**config.mk**
```make
export PLATFORM = sky130hd
export DESIGN_NAME = counter_10bit
export DESIGN_NICKNAME = d
export VERILOG_FILES = /design/src/rtl/counter_10bit.sv
export SDC_FILE = /design/constraint.sdc
export NUM_CORES = 1
export LEC_CHECK = 0
export ABC_AREA = 1
export BUFFER_PORTS_ARGS = -buffer_cell sky130_fd_sc_hd__buf_2
export CORE_ASPECT_RATIO = 1.25
export CORE_MARGIN = 2
export CORE_UTILIZATION = 30
export DETAILED_ROUTE_END_ITERATION = 10
export PLACE_DENSITY = 0.49
export SYNTH_ARGS = -nofsm -noshare
export SYNTH_HDL_FRONTEND = slang
export SYNTH_SLANG_ARGS = --single-unit
```
**constraint.sdc**
```tcl
create_clock -name clk -period 1.5 [get_ports clk]
set_input_delay 0.075 -clock clk [delete_from_list [all_inputs] [get_ports clk]]
set_output_delay 0.075 -clock clk [all_outputs]
set_load 0.005 [all_outputs]
```
**src/rtl/counter_10bit.sv**
```systemverilog
// Free-running up-counter with a configurable width, terminal value and step.
// Produces a terminal-count decode and a registered one-cycle wrap pulse.
module counter_10bit #(
    parameter int unsigned     WIDTH     = 10,
    parameter longint unsigned MAX_VALUE = (64'd1 << WIDTH) - 64'd1,
    parameter longint unsigned STEP      = 1
) (
    input  logic             clk,
    input  logic             reset,
    output logic [WIDTH-1:0] count,
    output logic             tc,
    output logic             wrap
);

    // Reject configurations that cannot produce a well-defined sequence.
    if (WIDTH < 1 || WIDTH > 32) begin : g_bad_width
        $fatal(1, "counter_10bit: WIDTH=%0d outside 1..32", WIDTH);
    end
    if (MAX_VALUE >= (64'd1 << WIDTH)) begin : g_bad_max
        $fatal(1, "counter_10bit: MAX_VALUE=%0d does not fit in WIDTH=%0d", MAX_VALUE, WIDTH);
    end
    if (STEP == 0 || STEP > MAX_VALUE + 64'd1) begin : g_bad_step
        $fatal(1, "counter_10bit: STEP=%0d outside 1..MAX_VALUE+1", STEP);
    end

    localparam logic [WIDTH:0]   L_MAX    = MAX_VALUE[WIDTH:0];
    localparam logic [WIDTH:0]   L_MAX_P1 = L_MAX + (WIDTH+1)'(1);
    localparam logic [WIDTH:0]   L_STEP   = STEP[WIDTH:0];
    localparam logic [WIDTH-1:0] L_TC     = MAX_VALUE[WIDTH-1:0];

    logic [WIDTH-1:0] r_count;
    logic             r_wrap;
    logic [WIDTH:0]   w_sum;
    logic             w_wraps;
    logic [WIDTH-1:0] w_next;

    // One extra bit keeps the carry so the terminal compare is exact.
    assign w_sum   = {1'b0, r_count} + L_STEP;
    assign w_wraps = (w_sum > L_MAX);
    assign w_next  = w_wraps ? WIDTH'(w_sum - L_MAX_P1) : w_sum[WIDTH-1:0];

    // NOTE: sequential state uses non-blocking assignments so every register
    // samples pre-edge values; reset is checked first so it overrides a wrap.
    always_ff @(posedge clk) begin
        if (reset) begin
            r_count <= '0;
            r_wrap  <= 1'b0;
        end else begin
            r_count <= w_next;
            r_wrap  <= w_wraps;
        end
    end

    assign count = r_count;
    assign wrap  = r_wrap;
    assign tc    = (r_count == L_TC);

endmodule

```
==> qor.csv <==
metric,value,unit
hold_buffers,0,
ir_worst_vdd,413,uV
max_cap_violations,0,
internal_power,0.000424,W
clockBufferDepth,2,
finalSetupTns,0,ns
arrival,1.62,ns
worstMarginPinSlew,0.246,ns
vias,563,
track_usage,13.1,%
clkSlewWorstSetupHoldPaths,0.08,ns
yosysWarnings,0,
critPathLaunchType,register,
viasPerCell,4.69,
grt_first_pass_wirelength,2190,microns
critical_path.max_fanout,4,
p_leak,0.307,nW
power_frac_seq,53.9,%
drt_iter0_drc,9,
start_util,32.7,%
hold_start,reset,
comb_power_share,8.1,%
clkPwrFrac,38.0,%
r2r_slack,0.10,ns
outcome,finished clean,
slew_headroom,83.6,%
drc,0,
firstDrtPassIters,2,
syn-instance-count,83,
area_growth,23.9,%
rsz0062_at_grt,false,
synth-seq-cells,11,
avgRoutedWirePerCell,10.9,microns
fin_crit,1.40,ns
ant_nets,0,
ios,14,
cts_root_buf,clkbuf_4,
synth_top_area_share,37.3,%
report.final.slew_viol_count,0,
hp-class,input port to register,
skew,0.00763,ns
required,1.72,ns
totalWireLength,1310,microns
yosys-top-cells-area,"dfxtp_1, nand2_1, nor2_1",
syn-num-nets,87,
syn_area_per_cell,7.12,sq um
crit_chain,inv_1 -> ha_1 -> nor3_1 -> nand2_1 -> nor2_2 -> nand3_2 -> a21oi_2,
dpl.hpwl,1000,microns
multi_input_area,342,sq um
powerDensity,784,nW/um^2
overflow,0,
worstReg2RegStart,count[0]$_SDFF_PP0_,
antennaDiodeCount,0,
p_sw_share,26.1,%
numCtsBuffers,3,
crit_type,register to register,
register_area,223,sq um
synth_cell_type_count,18,
power_switching,0.000150,W
cts_tree,built,
cts_setup_buffers,0,
final-hold-violation-count,0,
core,1810,sq um
netlist_area,591,sq um
worstSetupEndpointType,register,
finalSetupViolCount,0,
critPathLaunch,count[0]$_SDFF_PP0_,
place_congestion,0.777,
fin_crit_sh,93.2,%
fin_nets,106,
critPathSlowestCell,dfxtp_2,
clk_latency,0.28,ns
cts_max_level,1,
cts.sinks,11,
slowest_delay,0.38,ns
setup_slack,0.102,ns
grt_pass1_vias,528,
n_fill_cell,195,
core.rowCount,17,
ys_seq_area_share,37.3,%
port_buffers,13,
dp_slack,0.128,ns
grt_max_degree,10,
die_w,43.7,microns
cts.repair.resized,1,
dieArea,2340,sq um
yosysTopAreaCell,dfxtp_1,
drive_gt1_share,37.6,%
antenna_found_initial,0,
fmax,715,MHz
die_h,53.6,microns
-- cells in the final DEF (no fill, tap or decap), drive strengths merged --
cell type,netlist,routed
ha,2,2
clkbuf,1,4
inv,10,10
nor2,19,19
dfxtp,11,11
o211ai,1,1
nor3,2,2
a21oi,4,4
nand2,23,23
buf,0,15
o21ai,1,1
nand3,6,6
nand4,3,3
-- worst max-delay path, delay by kind of cell (launching register included) --
| family | cells | cell delay, ns |
|---|---|---|
| buffers and inverters | 1 | 0.08 |
| AO/OA/AOI/OAI | 1 | 0.10 |
| AND/OR/NAND/NOR | 4 | 0.47 |
| flip-flops | 1 | 0.38 |
| adder cells (fa/ha/maj) | 1 | 0.31 |
-- logic make-up after synthesis --
family	count (synthesis)	share of synthesized area, %
buffers and inverters	11	6.99
adders and majority gates	2	4.24
DFF	11	37.3
and+or+nand+nor	53	44.7
AOI/OAI and AO/OA	6	6.78
-- state kept, by name (all words and copies together), names as in the netlist --
register,flops
count,10
wrap,1
-- stage by stage --
step	std cells	utilization [%]	power (W)	cell area, sq um	hold WS (ns)
3_3_place_gp	116	38.2	0.000358	691	0.370
2_1_floorplan	83	-	0.000337	591	0.356
6_report	120	40.5	0.000574	732	0.0676
4_1_cts	120	39.8	0.000571	719	0.0879
3_5_place_dp	116	38.2	0.000359	691	0.379
5_1_grt	120	40.5	0.000604	732	0.104
-- layer usage --
metal,up-vias,global-route usage (%),share of wire [%]
met1,251,15.6,46
met3,2,2.01,3.9
met4,0,9.09,1.1
li1,300,-,-
met5,-,0,0
met2,10,21.3,49
-- power groups by stage --
| stage | Sequential [W] | Combinational (W) | Clock, W |
|---|---|---|---|
| after floorplan | 0.000315 | 0.0000217 | 0 |
| after global placement | 0.000313 | 0.0000448 | 0 |
| after detailed placement | 0.000313 | 0.0000459 | 0 |
| after CTS | 0.000306 | 0.0000464 | 0.000219 |
| after global routing | 0.000312 | 0.0000539 | 0.000238 |
| final | 0.000310 | 0.0000462 | 0.000218 |
-- final cells by class --
class | instances | share of cell area, %
tap | 19 | 3.25
sequential | 11 | 30.4
timing repair buffer | 15 | 10.9
multi-input combinational | 61 | 46.7
clock buffer | 4 | 3.59
inverter | 10 | 5.13
-- synth_stat cells --
cell type,count
clkbuf_1,1
nand2_2,4
nand3_2,2
ha_1,2
inv_1,9
nor3_1,2
nor2_4,2
nand3_1,4
a21oi_1,2
dfxtp_1,11
nor2_1,12
o211ai_1,1
o21ai_1,1
nor2_2,5
nand2_1,19
nand4_1,3
inv_2,1
a21oi_2,2
-- path summary, 6_finish.rpt --
check,cells after the start,end
min,2,count[0]$_SDFF_PP0_
min reg2reg,2,wrap$_SDFF_PP0_
max,7,wrap$_SDFF_PP0_
max reg2reg,7,wrap$_SDFF_PP0_
No activity file was read; power rests on OpenSTA's default activity.
